$ cat src/rtl/dmem_arb_pkg.sv
// Shared types and constants for the data-memory arbiter: FSM encoding, owner ids, default widths.
package dmem_arb_pkg;

  localparam int ADDR_W_DEF = 32;
  localparam int DATA_W_DEF = 32;

  typedef enum logic [1:0] {
    IDLE   = 2'd0,
    ACCESS = 2'd1,
    RESP   = 2'd2
  } state_t;

  localparam logic OWNER_M0 = 1'b0;
  localparam logic OWNER_M1 = 1'b1;

  function automatic logic word_aligned(input logic [1:0] lsb);
    return (lsb == 2'b00);
  endfunction

endpackage

$ cat src/rtl/dmem_arb_pick.sv
// Combinational two-way picker. DMEM_ARB_RR_EN selects round-robin on ties;
// without it requester 0 has fixed priority.
module dmem_arb_pick
  import dmem_arb_pkg::*;
(
  input  logic req0,
  input  logic req1,
  input  logic last_owner,
  output logic gnt0,
  output logic gnt1,
  output logic winner
);

`ifdef DMEM_ARB_RR_EN
  always_comb begin
    winner = OWNER_M0;
    if (req0 && req1)
      winner = (last_owner == OWNER_M0) ? OWNER_M1 : OWNER_M0;
    else if (req1)
      winner = OWNER_M1;
  end
`else
  // Fixed priority ignores history; the input is kept so both builds share one port list.
  logic unused_last_owner;
  assign unused_last_owner = last_owner;

  always_comb begin
    winner = OWNER_M0;
    if (!req0 && req1)
      winner = OWNER_M1;
  end
`endif

  assign gnt0 = req0 && (winner == OWNER_M0);
  assign gnt1 = req1 && (winner == OWNER_M1);

endmodule

$ cat src/rtl/dmem_arbiter.sv
// Shares single-port Data_Memory between two word requesters (IDLE -> ACCESS -> RESP).
// Build option: DMEM_ARB_RR_EN enables round-robin tie breaking in the picker.
module dmem_arbiter
  import dmem_arb_pkg::*;
#(
  parameter int ADDR_W = ADDR_W_DEF,
  parameter int DATA_W = DATA_W_DEF
) (
  input  logic              clk,
  input  logic              rst,
  input  logic              m0_req,
  input  logic              m0_we,
  input  logic [ADDR_W-1:0] m0_addr,
  input  logic [DATA_W-1:0] m0_wdata,
  output logic              m0_gnt,
  output logic              m0_rvalid,
  output logic [DATA_W-1:0] m0_rdata,
  output logic              m0_err,
  input  logic              m1_req,
  input  logic              m1_we,
  input  logic [ADDR_W-1:0] m1_addr,
  input  logic [DATA_W-1:0] m1_wdata,
  output logic              m1_gnt,
  output logic              m1_rvalid,
  output logic [DATA_W-1:0] m1_rdata,
  output logic              m1_err,
  output logic              mem_WE,
  output logic [ADDR_W-1:0] mem_A,
  output logic [DATA_W-1:0] mem_WD,
  input  logic [DATA_W-1:0] mem_RD
);

  state_t              state;
  logic                owner;
  logic                last_owner;
  logic                acc_we;
  logic [ADDR_W-1:0]   acc_addr;
  logic [DATA_W-1:0]   acc_wdata;

  logic pick_gnt0, pick_gnt1, pick_winner;
  logic can_grant, any_gnt, in_access, aligned;

  dmem_arb_pick u_pick (
    .req0       (m0_req),
    .req1       (m1_req),
    .last_owner (last_owner),
    .gnt0       (pick_gnt0),
    .gnt1       (pick_gnt1),
    .winner     (pick_winner)
  );

  // Grants only in IDLE/RESP; reset masks them so nothing is accepted while rst is high.
  assign can_grant = (state != ACCESS) && !rst;
  assign m0_gnt    = can_grant && pick_gnt0;
  assign m1_gnt    = can_grant && pick_gnt1;
  assign any_gnt   = m0_gnt || m1_gnt;

  assign aligned   = word_aligned(acc_addr[1:0]);
  assign in_access = (state == ACCESS) && !rst;
  assign mem_WE    = in_access && acc_we && aligned;
  assign mem_A     = in_access ? acc_addr  : '0;
  assign mem_WD    = in_access ? acc_wdata : '0;

  always_ff @(posedge clk) begin
    if (any_gnt) begin
      acc_we    <= (pick_winner == OWNER_M1) ? m1_we    : m0_we;
      acc_addr  <= (pick_winner == OWNER_M1) ? m1_addr  : m0_addr;
      acc_wdata <= (pick_winner == OWNER_M1) ? m1_wdata : m0_wdata;
    end
  end

  always_ff @(posedge clk) begin
    if (rst) begin
      state      <= IDLE;
      owner      <= OWNER_M0;
      last_owner <= OWNER_M1;
      m0_rvalid  <= 1'b0;
      m1_rvalid  <= 1'b0;
      m0_err     <= 1'b0;
      m1_err     <= 1'b0;
      m0_rdata   <= '0;
      m1_rdata   <= '0;
    end else begin
      m0_rvalid <= 1'b0;
      m1_rvalid <= 1'b0;
      m0_err    <= 1'b0;
      m1_err    <= 1'b0;
      case (state)
        IDLE, RESP: begin
          if (any_gnt) begin
            owner <= pick_winner;
            state <= ACCESS;
          end else begin
            state <= IDLE;
          end
        end
        ACCESS: begin
          last_owner <= owner;
          // Misaligned or write accesses return zero data.
          if (owner == OWNER_M1) begin
            m1_rvalid <= 1'b1;
            m1_err    <= !aligned;
            m1_rdata  <= (!acc_we && aligned) ? mem_RD : '0;
          end else begin
            m0_rvalid <= 1'b1;
            m0_err    <= !aligned;
            m0_rdata  <= (!acc_we && aligned) ? mem_RD : '0;
          end
          state <= RESP;
        end
        default: state <= IDLE;
      endcase
    end
  end

endmodule

$ cat config.mk
export PLATFORM = sky130hd
export DESIGN_NAME = dmem_arbiter
export DESIGN_NICKNAME = d
export VERILOG_FILES = /design/src/rtl/dmem_arb_pkg.sv /design/src/rtl/dmem_arb_pick.sv /design/src/rtl/dmem_arbiter.sv
export SDC_FILE = /design/constraint.sdc
export NUM_CORES = 1
export LEC_CHECK = 0
export BUFFER_PORTS_ARGS = -buffer_cell sky130_fd_sc_hd__buf_2
export CORE_AREA = 5 5 112 114
export CTS_BUF_LIST = sky130_fd_sc_hd__clkbuf_16
export DETAILED_ROUTE_END_ITERATION = 10
export DIE_AREA = 0 0 117 119
export HOLD_SLACK_MARGIN = 0.08
export PLACE_DENSITY = 0.95
export SYNTH_ARGS = -nofsm -noshare
export SYNTH_HDL_FRONTEND = slang
export SYNTH_SLANG_ARGS = --single-unit
$ cat constraint.sdc
create_clock -name clk -period 16.9 [get_ports clk]
set_clock_uncertainty 0.2 [all_clocks]
set_input_delay 1.69 -clock clk [delete_from_list [all_inputs] [get_ports clk]]
set_output_delay 1.69 -clock clk [all_outputs]
set_load 0.02 [all_outputs]
* After elaboration in Yosys (flattened, before gate mapping) *
Cells that the tools add are included.
W data, S select, Z words.

word-level totals
  register bits after elaboration = 136
  input bits = 166
  output and inout bits = 135
  word-level logic and storage cells = 52

operators by class
  eq/ne operators = 3
  multiplexer cells = 11
  bitwise operators = 3
  reduce and logical (&&, ||, !) cells = 24

operators with widths
  kind                  number
  $mux W32              5
  $logic_and A1 B1 Y1   10
  $reduce_and A2 Y1     3
  $reduce_or A3 Y1      2
  $mux W1               5
  $logic_not A1 Y1      4
  $logic_not A2 Y1      2
  $pmux W2 S2           1
  $reduce_or A2 Y1      2
  $not A1 Y1            3
  $eq A2 B1 Y1 const B  1
  $eq A2 B2 Y1 const B  1
  $ne A2 B1 Y1 const B  1
  $logic_or A1 B1 Y1    1

* Longest topological paths before layout *
Gate-level depths: netlist of run 1.

  depth in word-level cells = 9
  gate-level depth with buffers = 5
  depth with buffers taken out = 3

* By module *
From an unflattened synthesis of run 1, not the netlist that was laid out.

unflattened totals
  cell total of the unflattened synthesis = 386
  area total of the unflattened synthesis = 5,407.7 um^2

modules (own cells, without submodules)
  module         times used  cells an instance  area an instance (um^2)  seq. area each (um^2)
  dmem_arbiter   1           383                5,390.2                  3,393.3
  dmem_arb_pick  1           3                  17.5                     0.0

* Least setup slack after synthesis of run 1 *
Ideal clock, no wire load.

  path type = input-to-reg
  from = input port rst
  to = register acc_addr[0] (enable)
  library setup time = 0.568 ns
  arrival time = 6.251 ns
  required time = 16.132 ns
  slack = 9.881 ns
  stages = 2
  buffers on the path = 1
  path through = buf_6 nor3_1

on the way
  cells in the longest elaborated chain, start to end = 4
  elaborated cells between the ends (all ways) = 5
  those cells by class = 5 x reduce/logical

RTL lines
  element                                 RTL line                                text
  from (decl)                             dmem_arbiter.sv:10                      input logic rst,
  $logic_not A1 Y1 *                      dmem_arbiter.sv:53                      assign can_grant = (state != ACCESS) && !rst;
  $logic_and A1 B1 Y1 *                   dmem_arbiter.sv:53
  $logic_and A1 B1 Y1 (on tied branches)  dmem_arbiter.sv:54, dmem_arbiter.sv:55
  $logic_or A1 B1 Y1 *                    dmem_arbiter.sv:56                      assign any_gnt = m0_gnt || m1_gnt;
  named net any_gnt                       dmem_arbiter.sv:41                      logic can_grant, any_gnt, in_access, aligned;
  to (signal assigned)                    dmem_arbiter.sv:67                      acc_addr <= (pick_winner == OWNER_M1) ? m1_addr : m0_addr;
  to (decl)                               dmem_arbiter.sv:37                      logic [ADDR_W-1:0] acc_addr;

Mark *: on every way through the listed nets, which the timed path passes. The rest lies on a longest branch.
A chain may end at the register's enable or synchronous reset.

* Final worst setup path of run 1 *
  from = input port rst
  to = output port mem_WD[27]

on the way
  cells in the longest elaborated chain, start to end = 3

RTL lines
  element              RTL line            text
  $logic_not A1 Y1     dmem_arbiter.sv:59  assign in_access = (state == ACCESS) && !rst;
  $logic_and A1 B1 Y1  dmem_arbiter.sv:59
  $mux W32             dmem_arbiter.sv:62  assign mem_WD = in_access ? acc_wdata : '0;
  to (decl)            dmem_arbiter.sv:29  output logic [DATA_W-1:0] mem_WD,

No other way between the ends.

==> metrics.md, run 1 <==
| Metric | Value |
|---|---|
| Post-route minimum period | 5.44 ns |
| Vertical die dimension | 119 um |
| Number of synthesis warnings | 0 |
| Routed WL | 15.6 mm |
| Wire length of the first global-routing pass | 23.5 mm |
| Number of unique standard cell types used by synthesis | 21 |
| Worst voltage drop across the vdd grid | 0.0837 mV |
| Launching element type of the critical path | primary input |
| Transition time of the tightest slew-check pin | 1.06 ns |
| Total of hold buffers inserted after clock tree synthesis | 0 |
| Diodes inserted | 0 |
| Placer congestion estimate | 0.816 |
| FMAX | 0.184 GHz |
| Die ar. | 13900 um2 |
| Vias in the first global route | 4613 |
| CP max FO | 44 |
| Total count of max-transition violations in the final report | 0 |
| Proportion of layout cells with a drive suffix above 1 | 59.5% |
| Max-slew headroom | 29.1% |
| Mean routed wirelength per cell | 18.7 um |
| Setup crit end kind | primary output |
| Final Hold Vio Count | 0 |
| DRC viols | 0 |
| Status | complete, no violations |
| Critical path arrival | 3.55 ns |
| Post-detailed-route count of antenna-violating nets | 0 |
| Leakage power | 3.63 nW |
| Number of buffers added on ports | 300 |
| Number of buffers inserted to repair setup after CTS | 0 |
| DP Area | 6990 um2 |
| Fin crit share | 32.2% |
| Starting DRC count in detailed routing | 342 |
| Final-stage net count | 845 |
| Clock slew seen by the registers of the worst setup and hold paths | 0.06 ns |
| Vias post-DR | 4292 |
| Core outline area | 11300 um2 |
| Antenna violations before repair | 0 |
| Reg-to-reg slack, setup | 14.46 ns |
| Top-level I/O count | 301 |
| Required time at the endpoint of the critical path | 15.01 ns |
| Total negative slack for setup checks | 0 ns |
| Number of gates resized after cts | 0 |
| Depth of the CTS H-tree | 4 |
| Initial Util | 47.4% |
| Area overhead of the layout relative to synthesis | 40.8% |
| Critical path start-end classification | primary input to primary output |
| Die extent in x | 117 um |
| Clock tree from TritonCTS | yes |
| Yosys top cell area share | 36.4% |
| Cell at the root of the clock tree | sky130_fd_sc_hd__clkbuf_16 |
| Half-perimeter wire length of the detailed placement result | 11.4 mm |
| Maximum capacitance violations | 0 |
| Class of the most critical hold timing path | register to register |
| Most frequent standard cell in the layout excluding fill and tap cells | sky130_fd_sc_hd__buf_2 |
| Clock tree sinks | 136 |
| Average cell area after synthesis | 14.1 um2 |
| Grt total ovfl | 0 |
| Pwr Density | 105 nW/um2 |
| Number of clock buffers inserted by TritonCTS | 17 |
| Max Root-Sink Buffers | 2 |
| Post-route cell area | 7550 um2 |
| Setup repair after global routing missed its margin | no |
| Dominant cell type by area after synthesis | sky130_fd_sc_hd__edfxtp_1 |
| First-pass iteration count of the detailed router | 4 |
| Via-per-instance ratio | 5.14 |
| Number of synthesized register bits | 136 |
| Clock Latency Late Sink | 0.41 ns |
| Largest cells by area after synthesis | sky130_fd_sc_hd__edfxtp_1 (36%), sky130_fd_sc_hd__dfxtp_1 (26%), sky130_fd_sc_hd__mux2_2 (14%) |
| Leading cell types in the layout, fill and taps excluded | sky130_fd_sc_hd__buf_2 (300), sky130_fd_sc_hd__dfxtp_1 (71), sky130_fd_sc_hd__mux2_2 (65), sky130_fd_sc_hd__edfxtp_1 (65) |
| Net count of the mapped netlist | 546 |
| Filler Cell Count | 785 |
| Share of the yosys chip area belonging to registers | 62.9% |
| Post-synthesis instance area | 5360 um2 |
| Largest net degree at the start of global routing | 66 |
| Tot GR Track Use | 21.9% |
| Mapped Cells | 380 |
| Std cell rows | 39 |
| Setup-violating endpoint count in the final report | 0 |
==> layer usage <==
metal  wire [um]  up-vias  global-route usage [%]  part of all wire, %
met4         348        0                    9.68                  2.2
met2        8230      231                    38.4                   53
met1        5580     2021                    24.0                   36
li1            -     2015                       -                    -
met5           0        -                       0                    0
met3        1470       25                    6.85                  9.4
==> kinds of logic (layout without fill, tap and decap cells) <==
group / after synthesis / after routing / synth area share (%)
DFF: 136 / 136 / 62.9
and+or+nand+nor: 80 / 80 / 9.70
AOI/OAI and AO/OA: 68 / 68 / 10.9
muxes: 65 / 65 / 13.6
buffers and inverters: 31 / 343 / 2.89
==> synth_stat cells <==
library cell	count
sky130_fd_sc_hd__dfxtp_1	71
sky130_fd_sc_hd__edfxtp_1	65
sky130_fd_sc_hd__mux2_2	65
sky130_fd_sc_hd__a22o_1	64
sky130_fd_sc_hd__and2_1	64
sky130_fd_sc_hd__clkbuf_1	16
sky130_fd_sc_hd__buf_2	7
sky130_fd_sc_hd__buf_6	4
sky130_fd_sc_hd__inv_1	4
sky130_fd_sc_hd__nor2_1	4
sky130_fd_sc_hd__nor3_1	4
sky130_fd_sc_hd__a21oi_1	3
sky130_fd_sc_hd__a211oi_1	1
sky130_fd_sc_hd__and3_1	1
sky130_fd_sc_hd__nand2b_1	1
sky130_fd_sc_hd__nand4bb_1	1
sky130_fd_sc_hd__nor2b_1	1
sky130_fd_sc_hd__nor3b_1	1
sky130_fd_sc_hd__nor4_2	1
sky130_fd_sc_hd__nor4_4	1
sky130_fd_sc_hd__or4b_4	1
==> flip-flops by register name, indices dropped and copies added, names as in the netlist <==
| signal | flops |
|---|---|
| acc_wdata | 32 |
| m0_err | 1 |
| acc_addr | 32 |
| m1_rdata | 32 |
| m1_err | 1 |
| acc_we | 1 |
| owner | 1 |
| m1_rvalid | 1 |
| m0_rdata | 32 |
| state | 2 |
| m0_rvalid | 1 |
==> layout make-up <==
cell class	instances	area (um2)	share of cell area, %
sequential	136	3370	44.7
multi-input combinational	213	1860	24.7
timing repair buffer	307	1550	20.6
clock buffer	17	425	5.63
tap	143	179	2.37
clock inverter	15	139	1.84
inverter	4	15.0	0.199
==> path summary, 6_finish.rpt <==
kind | startpoint | end | depth (start not counted)
worst max register to register | state[0]$_SDFF_PP0_ | acc_addr[14]$_DFFE_PP_ | 3
worst min register to register | m0_rdata[22]$_SDFFE_PP0P_ | m0_rdata[22]$_SDFFE_PP0P_ | 1
worst min-delay path | m0_rdata[22]$_SDFFE_PP0P_ | m0_rdata[22]$_SDFFE_PP0P_ | 1
worst max-delay path | rst | mem_WD[27] | 5
==> power breakdown <==
group / switching (W) / internal [W]
Sequential: 0.00000459 / 0.000361
Combinational: 0.0000397 / 0.0000351
Clock: 0.000147 / 0.000206
Total: 0.000191 / 0.000602
==> worst max-delay path, stage by stage <==
cell and delay [ns]:
sky130_fd_sc_hd__buf_2 0.16, sky130_fd_sc_hd__nor3_2 0.81, sky130_fd_sc_hd__buf_4 0.48, sky130_fd_sc_hd__and2_1 0.22, sky130_fd_sc_hd__buf_2 0.17
==> per-stage QoR <==
stage	hold WS (ns)	power, W	std cells	util (%)	worst slack [ns]
after floorplan	0.250	0.000412	380	-	9.88
after global placement	0.250	0.000444	803	61.7	11.50
after detailed placement	0.253	0.000448	803	61.7	11.42
after CTS	0.271	0.000800	835	66.7	11.42
after global routing	0.281	0.000823	835	66.7	11.22
final	0.272	0.000793	835	66.7	11.46
(Power assumes the default switching activity.)
==> inputs of run 2 (changes only) <==
--- a/config.mk
+++ b/config.mk
@@ -6,12 +6,12 @@
 export NUM_CORES = 1
 export LEC_CHECK = 0
 export BUFFER_PORTS_ARGS = -buffer_cell sky130_fd_sc_hd__buf_2
-export CORE_AREA = 5 5 112 114
+export CORE_AREA = 5 5 117 119
 export CTS_BUF_LIST = sky130_fd_sc_hd__clkbuf_16
 export DETAILED_ROUTE_END_ITERATION = 10
-export DIE_AREA = 0 0 117 119
+export DIE_AREA = 0 0 122 124
 export HOLD_SLACK_MARGIN = 0.08
-export PLACE_DENSITY = 0.95
+export PLACE_DENSITY = 0.89
 export SYNTH_ARGS = -nofsm -noshare
 export SYNTH_HDL_FRONTEND = slang
 export SYNTH_SLANG_ARGS = --single-unit
==> constraint.sdc (replaced) <==
create_clock -name clk -period 5.45 [get_ports clk]
set_clock_uncertainty 0.2 [all_clocks]
set_input_delay 0.545 -clock clk [delete_from_list [all_inputs] [get_ports clk]]
set_output_delay 0.545 -clock clk [all_outputs]
set_load 0.02 [all_outputs]
==> run 2 against run 1 <==
Effect of this change: register-to-register slack got worse by 11 ns; first-iteration DRC count decreased by 42%; non-clock buffer count unchanged.
==> metrics.md, run 2 (same netlist as run 1, synthesis figures left out) <==
| Metric | Value |
|---|---|
| Post-route setup slack | 2.38 ns (-9.08 ns) |
| Setup repair after global routing missed its margin | no |
| Ordered cell list for the critical path | inv_1 -> nor3_2 -> buf_4 -> and2_1 -> buf_2 |
| Post-route minimum period | 3.07 ns |
| Most frequent standard cell in the layout excluding fill and tap cells | sky130_fd_sc_hd__buf_2 |
| Final Power | 0.00246 W (+210%) |
| Final Hold Vio Count | 0 (unchanged) |
| Wire length of the first global-routing pass | 22.2 mm (-5.4%) |
| Proportion of layout cells with a drive suffix above 1 | 59.0% (-0.58 points) |
| Initial Util | 43.0% (-4.4 points) |
| Critical path arrival | 2.33 ns (-1.22 ns) |
| Launching element type of the critical path | register |
| Total negative slack for setup checks | 0 ns (unchanged) |
| Core outline area | 12500 um2 (+10%) |
| Leakage power | 3.63 nW (about the same) |
| Transition time of the tightest slew-check pin | 0.848 ns (-0.210 ns) |
| Largest net degree at the start of global routing | 66 (unchanged) |
| Clock slew seen by the registers of the worst setup and hold paths | 0.06 ns (about the same) |
| Worst voltage drop across the vdd grid | 0.201 mV (+140%) |
| Fin crit share | 56.4% |
| First-pass iteration count of the detailed router | 4 (unchanged) |
| Met1 Routed Length | 5.60 mm (+0.36%) |
| Final-stage net count | 845 (unchanged) |
| Mean routed wirelength per cell | 17.5 um (-6.4%) |
| Critical path's largest stage delay | 0.52 ns (-0.29 ns) |
| Met3 wire length | 1.66 mm (+13%) |
| Setup crit end kind | primary output |
| Final standard cell utilization of the core | 61.0% (-5.7 points) |
| Post-route non-filler standard cell count | 865 (+3.6%) |
| Antenna violations before repair | 1 (+1) |
| Routed WL | 15.2 mm (-3.0%) |
| Total of hold buffers inserted after clock tree synthesis | 0 (unchanged) |
| Pwr Density | 323 nW/um2 (+210%) |
| Number of buffers inserted to repair setup after CTS | 0 (unchanged) |
| Vias in the first global route | 4351 (-5.7%) |
| Clock tree from TritonCTS | yes |
| FMAX | 0.325 GHz |
| Starting DRC count in detailed routing | 197 (-42%) |
| Post-detailed-route count of antenna-violating nets | 0 (unchanged) |
| Number of clock buffers inserted by TritonCTS | 17 (unchanged) |
| Critical path start-end classification | register to primary output |
| Placer congestion estimate | 0.763 (-6.6%) |
| Die ar. | 15100 um2 (+8.7%) |
| Setup-violating endpoint count in the final report | 0 (unchanged) |
| Uppermost layer routed | met4 |
| Depth of the CTS H-tree | 4 (unchanged) |
| Required time at the endpoint of the critical path | 4.70 ns (-10.31 ns) |
| CP max FO | 54 (+23%) |
| Filler Cell Count | 997 (+27%) |
| Maximum capacitance violations | 0 (unchanged) |
| Class of the most critical hold timing path | primary input to register |
| Top-level I/O count | 301 (unchanged) |
| Via-per-instance ratio | 4.92 (-4.3%) |
| Max Root-Sink Buffers | 2 (unchanged) |
| Clock Latency Late Sink | 0.41 ns (about the same) |
| Cell type group with the largest total delay on the critical path | buffers and inverters |
| Cell at the root of the clock tree | sky130_fd_sc_hd__clkbuf_16 |
| Area overhead of the layout relative to synthesis | 41.7% |
| Tot GR Track Use | 19.4% (-2.5 points) |
| Worst-case setup slack after placement | 2.54 ns (-8.87 ns) |
| Die extent in x | 122 um (+4.3%) |
| Status | complete, no violations |
| Buf/Inv on CP | 3 (unchanged) |
| Vertical die dimension | 124 um (+4.2%) |
| Number of buffers added on ports | 300 (unchanged) |
| Vias post-DR | 4257 (-0.82%) |
| Post-placement cell count | 832 (+3.6%) |
| Leading cell types in the layout, fill and taps excluded | sky130_fd_sc_hd__buf_2 (300), sky130_fd_sc_hd__dfxtp_1 (71), sky130_fd_sc_hd__mux2_2 (65), sky130_fd_sc_hd__edfxtp_1 (65) |
| Total count of max-transition violations in the final report | 0 (unchanged) |
| Max-slew headroom | 43.5% (+14 points) |
| Clock tree sinks | 136 (unchanged) |
| Std cell rows | 41 (+5.1%) |
| Met2 WL post-DR | 7.72 mm (-6.2%) |
| Grt total ovfl | 0 (unchanged) |
| Half-perimeter wire length of the detailed placement result | 11.2 mm (-1.4%) |
| Library cell contributing the largest single delay on the critical path | sky130_fd_sc_hd__nor3_2 |
| Number of gates resized after cts | 0 (unchanged) |
| DRC viols | 0 (unchanged) |
## run 2: final timing paths
path | slack (ns) | cells past startpoint | from | to
worst max-delay path | 2.38 | 5 | state[0]$_SDFF_PP0_ | mem_WD[12]
worst min-delay path | 0.15 | 2 | m0_req | owner$_SDFFE_PP0P_
worst min register to register | 0.27 | 1 | m1_rdata[4]$_SDFFE_PP0P_ | m1_rdata[4]$_SDFFE_PP0P_
worst max register to register | 3.36 | 3 | state[0]$_SDFF_PP0_ | acc_wdata[9]$_DFFE_PP_
## run 2: report_power, final
part	internal, W	switching (W)
clock network	0.000656	0.000436
registers	0.00112	0.0000142
logic	0.000109	0.000123
total	0.00188	0.000572
## run 2: per-layer routing
metal  vias to the layer above  global-route usage, %
li1                       2014                      -
met1                      1993                   21.4
met2                       233                   34.0
met3                        17                   8.08
met4                         0                   6.23
met5                         -                      0
## run 2: metrics by stage
| step | instance area [um2] | hold slack, ns |
|---|---|---|
| finish | 7600 | 0.149 |
| global route | 7600 | 0.149 |
| CTS | 7600 | 0.126 |
| detailed placement | 7030 | 0.253 |
| global placement | 7030 | 0.251 |
| floorplan | 5370 | 0.250 |
## run 2: area by class of cell
type                            instances  area (um2)  share of cell area [%]
Sequential cell                       136        3370                    44.4
Multi-Input combinational cell        213        1870                    24.6
Timing Repair Buffer                  307        1550                    20.4
Clock buffer                           18         450                    5.93
Tap cell                              172         215                    2.83
Clock inverter                         14         119                    1.56
Inverter                                4        15.0                   0.198
Antenna cell                            1        2.50                  0.0329
